`src/rtl/wavetable_osc.sv`:
```
// wavetable_osc: phase-accumulator oscillator reading a 512x16 offset-binary wavetable RAM.
// Each accepted tick fetches one (or two) table entries and emits a signed 16-bit sample.
// Build option: define WAVETABLE_INTERP_EN for linear interpolation between neighbouring
// entries (6-clock latency); left undefined, the block runs in nearest-sample mode
// (3-clock latency). The port list is the same in both builds.
module wavetable_osc #(
  parameter int unsigned PHASE_W = 24
) (
  input  logic               clk,
  input  logic               rst,
  input  logic               tick,
  input  logic               note_on,
  input  logic [PHASE_W-1:0] tuning_word,
  output logic [8:0]         ram_addr,
  output logic               ram_ce,
  output logic               ram_re,
  output logic               ram_we,
  input  logic [15:0]        ram_rdata,
  output logic [15:0]        sample,
  output logic               sample_valid,
  output logic               overrun
);

  localparam logic [2:0] StIdle = 3'd0;
  localparam logic [2:0] StRd0  = 3'd1;
  localparam logic [2:0] StCap0 = 3'd2;
`ifdef WAVETABLE_INTERP_EN
  localparam logic [2:0] StRd1  = 3'd3;
  localparam logic [2:0] StCap1 = 3'd4;
  localparam logic [2:0] StMul  = 3'd5;
  localparam int unsigned FracLsb = PHASE_W - 17;
`endif
  localparam logic [2:0] StOut  = 3'd6;

  logic [2:0]         state_q, state_d;
  logic [PHASE_W-1:0] phase_q, phase_d, phase_eff;
  logic [8:0]         addr_d;
  logic               ce_d, re_d;
  logic [15:0]        s0_q, s0_d;
  logic [15:0]        sample_d;

`ifdef WAVETABLE_INTERP_EN
  logic [7:0]         frac_q;
  logic [15:0]        s1_q;
  logic signed [16:0] diff;
  logic signed [25:0] prod_full;
  logic signed [24:0] prod_q;
  logic [15:0]        interp_sum;
  logic               unused_prod;
`endif

  // Next-state, phase update and RAM control decode.
  always_comb begin
    state_d   = state_q;
    phase_eff = note_on ? '0 : phase_q;
    // note_on clears the phase in every state; otherwise phase holds until a tick is accepted
    phase_d   = phase_eff;
    addr_d    = ram_addr;
    s0_d      = s0_q;
    case (state_q)
      StIdle: begin
        if (tick) begin
          state_d = StRd0;
          addr_d  = phase_eff[PHASE_W-1 -: 9];
          phase_d = phase_eff + tuning_word;
        end
      end
      StRd0:  state_d = StCap0;
      StCap0: begin
        s0_d = ram_rdata;
`ifdef WAVETABLE_INTERP_EN
        state_d = StRd1;
        // 9-bit add wraps entry 511 onto entry 0
        addr_d  = ram_addr + 9'd1;
`else
        state_d = StOut;
`endif
      end
`ifdef WAVETABLE_INTERP_EN
      StRd1:  state_d = StCap1;
      StCap1: state_d = StMul;
      StMul:  state_d = StOut;
`endif
      StOut:  state_d = StIdle;
      default: state_d = StIdle;
    endcase

    // Address is held through CAP* because the RAM bank mux decodes the live address MSB.
`ifdef WAVETABLE_INTERP_EN
    ce_d = (state_d == StRd0) || (state_d == StCap0) || (state_d == StRd1) ||
           (state_d == StCap1);
    re_d = (state_d == StRd0) || (state_d == StRd1);
`else
    ce_d = (state_d == StRd0) || (state_d == StCap0);
    re_d = (state_d == StRd0);
`endif
  end

`ifdef WAVETABLE_INTERP_EN
  // Interpolation arithmetic: signed slope times fraction, then rescale onto s0.
  always_comb begin
    diff       = $signed({1'b0, s1_q}) - $signed({1'b0, s0_q});
    prod_full  = diff * $signed({1'b0, frac_q});
    // Only the low 16 bits of s0 + (prod >>> 8) survive, so prod[23:8] is sufficient.
    interp_sum = s0_q + prod_q[23:8];
  end

  assign unused_prod = ^{prod_q[24], prod_q[7:0], prod_full[25]};
`endif

  // Output sample: offset-binary to two's complement by flipping the MSB.
  always_comb begin
    sample_d = sample;
    if (state_q == StOut) begin
`ifdef WAVETABLE_INTERP_EN
      sample_d = interp_sum ^ 16'h8000;
`else
      sample_d = s0_q ^ 16'h8000;
`endif
    end
  end

  // State, phase, RAM control and datapath registers.
  always_ff @(posedge clk) begin
    if (rst) begin
      state_q      <= StIdle;
      phase_q      <= '0;
      ram_addr     <= '0;
      ram_ce       <= 1'b0;
      ram_re       <= 1'b0;
      sample       <= '0;
      sample_valid <= 1'b0;
      overrun      <= 1'b0;
      s0_q         <= '0;
`ifdef WAVETABLE_INTERP_EN
      frac_q       <= '0;
      s1_q         <= '0;
      prod_q       <= '0;
`endif
    end else begin
      state_q      <= state_d;
      phase_q      <= phase_d;
      ram_addr     <= addr_d;
      ram_ce       <= ce_d;
      ram_re       <= re_d;
      sample       <= sample_d;
      sample_valid <= (state_q == StOut);
      // A tick is only accepted in IDLE; any other state (including OUT) drops it.
      overrun      <= tick && (state_q != StIdle);
      s0_q         <= s0_d;
`ifdef WAVETABLE_INTERP_EN
      if ((state_q == StIdle) && tick) frac_q <= phase_eff[FracLsb +: 8];
      if (state_q == StCap1)           s1_q   <= ram_rdata;
      if (state_q == StMul)            prod_q <= prod_full[24:0];
`endif
    end
  end

  assign ram_we = 1'b0;

endmodule

```
`config.mk`:
```
export PLATFORM = sky130hd
export DESIGN_NAME = wavetable_osc
export DESIGN_NICKNAME = d
export VERILOG_FILES = /design/src/rtl/wavetable_osc.sv
export SDC_FILE = /design/constraint.sdc
export NUM_CORES = 1
export LEC_CHECK = 0
export CORE_UTILIZATION = 33
export CTS_CLUSTER_DIAMETER = 200
export CTS_CLUSTER_SIZE = 24
export DETAILED_ROUTE_END_ITERATION = 7
export SLEW_MARGIN = 0
export SYNTH_ARGS = -nofsm -noshare
export SYNTH_HDL_FRONTEND = slang
export SYNTH_SLANG_ARGS = --single-unit
```
`constraint.sdc`:
```
create_clock -name clk -period 6.49 [get_ports clk]
set_clock_uncertainty 0.05 [all_clocks]
set_input_delay 1.298 -clock clk [delete_from_list [all_inputs] [get_ports clk]]
set_output_delay 1.298 -clock clk [all_outputs]
set_load 0.01 [all_outputs]
```
==> results.md <==
- FMAX: 0.222 GHz
- Endpoints failing setup: 0
- CP peak stage delay: 0.94 ns
- Total number of vias: about 3600
- WL/cell: 14.2 um
- CP Max Fanout: 24
- Initial antenna violation count: 0
- Vias per cell: 5.08
- First-pass GRT wire length: between 15000 and 20000 um
- Pwr Density: 236 nW/um^2
- Post-synth EDFFs: 0
- Hold Crit Class: register to register
- H-tree depth: 3
- Post-synth cell types: 68
- Top area cells in the synthesized netlist: dfxtp_1, nand2_1, a21oi_1
- CP required: 6.67 ns
- Peak supply drop: ~100 uV
- Status: finished, violations left
- Critical Path Stages: 12
- CP startpoint kind: input pin
- CTS tree: done
- Critical Path Sink Type: register
- Worst slew pin tran: 1.12 ns
- CP bufs+invs: 2
- Worst R2R Start: state_q[2]
- CTS clk-pin slew, worst paths: 0.07 ns
- Die height: 112 um
- Share of post-route cells with drive strength above 1: 7.10%
- Cell-by-cell trace of the critical path: clkdlybuf4s50_1 > nor2b_1 > ha_1 > inv_1 > fa_1 > nor2b_4 > o211ai_1 > a21oi_1 > o31ai_2 > a211oi_1 > o21ai_0 > a32o_1
- Largest net degree at the start of global routing: 69
- Top delay family on crit path: compound AO/OA/AOI/OAI gates
- P_sw: roughly 350 uW
- CTS Buf Count: 9
- Setup crit end: phase_q[22]
- Die area: 12600 um^2
- Syn avg cell area: 7.90 um^2
- Reg2Reg Depth: 8
- CTS root buf: clkbuf_16
- First-pass DRT Iterations: 7
- Ys Warns: 0
- 1st-iter DRT viols: 188
- Crit path launch: note_on
- Detailed Route WL: 10000 um
- Synth top cells by count: nand2_1, a21oi_1, dfxtp_1
- Int Power: between 800 and 900 uW
- Diodes inserted: 0
- Max-cap violations: 0
- Leak: roughly 1.9 nW
- Final period util: 69.3%
- # IOs: 74
- Mapped Nets: 574
- Post-route ant nets: 0
- Worst-Skew Late Latency: ~0.33 ns
- Die width: around 110 um
- Vias in the first global route: around 3500
- Area leader, netlist: dfxtp_1
- Clock Power Share: 41.2%
- Clock buffer depth: 2
- Final GP Congestion: 0.902
- Sw frac: 29.8%
- Final min period: 4.50 ns
- HPWL after DPL: 6920 um
- Post-CTS Setup Bufs: 0
- Synthesized area: 4000 um^2
- Fin. Hold Viols: 0
- Core footprint: 11600 um^2
- DR DRC count: 4
- Worst setup path class: input pin to register
- Overall Global Routing Usage: 16.5%
- Worst slew margin: 25.6%
- CTS hold repair buffers: 0
- Failing checks: design-rule violations
- Sequential share of the synthesized area: 36.1%
- Cells after synthesis: 506
- R2r setup slk: 3.74 ns
- Combinational Power Share: 18.5%
- Critical path's slowest cell: clkdlybuf4s50_1
- Main synth FF type: dfxtp_1
- Critical path data arrival time: 4.68 ns
- Area delta synth->final: 25.5%
- Post-CTS sizing: 0
- Sequential power share: 40.3%
- Fin nets: 626
- Fin. max-slew vios: 0
- Top-count cell post-synth: nand2_1
- Global route overflow: 0
- RSZ-0062 raised after global routing: false
- #FFs+latches synth: 72
- End of the worst register-to-register path: phase_q[18]
- PortBufs: about 70
- Yosys top cell area share: 36.1%
- WHS: 0.401 ns
- Starting Density: 34.4%
- Final setup TNS: 0 ns
- Num rows: 39
- Util after Layout: 43.2%
- Ys async rst share: 0%
- Clock sinks: 72
## how the worst min path moves through the flow
| stage | startpoint | endpoint | slack (ns) | cells after the start |
|---|---|---|---|---|
| after floorplan | s0_q[0] | sample[0] | 0.38 | 2 |
| after global placement | s0_q[5] | sample[5] | 0.39 | 2 |
| after detailed placement | s0_q[7] | sample[7] | 0.39 | 2 |
| after CTS | s0_q[7] | sample[7] | 0.40 | 2 |
| after global routing | ram_addr[8] | ram_addr[8] | 0.42 | 2 |
| final | s0_q[7] | sample[7] | 0.40 | 2 |
## area by class of cell
class | instances | area [um^2]
Clock buffer | 9 | 225
Multi-Input combinational cell | 390 | 2340
Clock inverter | 7 | 63.8
Timing Repair Buffer | 73 | 723
Tap cell | 143 | 179
Sequential cell | 72 | 1440
Inverter | 12 | 45.0
Fill cell | 1181 | 6600
## flip-flops by register name (all words and copies together), names as in the netlist
| register | cells |
|---|---|
| state_q | 3 |
| ram_addr | 9 |
| overrun | 1 |
| ram_re | 1 |
| phase_q | 24 |
| ram_ce | 1 |
| sample_valid | 1 |
| sample | 16 |
| s0_q | 16 |
## placed cells by master, fill, tap and decap left out, types with 4 or more instances in the layout
cell type / count
xnor2_1: 12
o21bai_1: 4
nand4_1: 4
or3_1: 4
nor2b_1: 26
o21ai_0: 8
nor3_1: 7
o21ai_1: 5
clkbuf_16: 9
nand3_1: 9
dfxtp_1: 72
nor2_1: 24
clkdlybuf4s50_1: 71
inv_1: 11
a21o_1: 4
ha_1: 23
a21oi_1: 73
nand2_1: 120
## through the flow
step,worst slack [ns],cell area [um^2],instances,power (mW)
finish,1.99,5020,706,1.18
global route,1.61,5020,706,1.24
CTS,2.00,5020,706,1.19
detailed placement,1.67,4730,690,0.703
global placement,1.77,4730,690,0.700
floorplan,2.86,4000,506,0.644
## worst min-delay path, delay by kind of cell (launching register included)
kind	cells	cell delay [ns]
flops	1	0.31
simple gates	1	0.05
compound gates	1	0.05
## layer usage
| metal | track usage, % | vias up | part of all wire [%] |
|---|---|---|---|
| met2 | 28.6 | 77 | 48 |
| met1 | 20.3 | 1659 | 47 |
| met3 | 3.35 | 12 | 3.9 |
| met4 | 5.87 | 0 | 1.6 |
| li1 | - | 1838 | - |
| met5 | 0 | - | 0 |
## power by group through the flow
| stage | logic [mW] | clock network (mW) | registers [mW] |
|---|---|---|---|
| final | 0.219 | 0.487 | 0.476 |
| after detailed placement | 0.217 | 0 | 0.486 |
| after CTS | 0.218 | 0.499 | 0.476 |
| after global placement | 0.215 | 0 | 0.486 |
| after global routing | 0.243 | 0.518 | 0.479 |
| after floorplan | 0.160 | 0 | 0.483 |
## kinds of logic (layout without fill, tap and decap cells)
family | Yosys count | in the layout | synth area share (%)
buf+inv | 44 | 101 | 5.57
mux | 5 | 5 | 1.41
xor+xnor | 14 | 14 | 3.07
flops | 72 | 72 | 36.1
compound gates | 128 | 128 | 20.5
other cells | 1 | 1 | 0.0938
simple gates | 218 | 218 | 25.6
fa+ha+maj | 24 | 24 | 7.70
(Power assumes the default switching activity.)
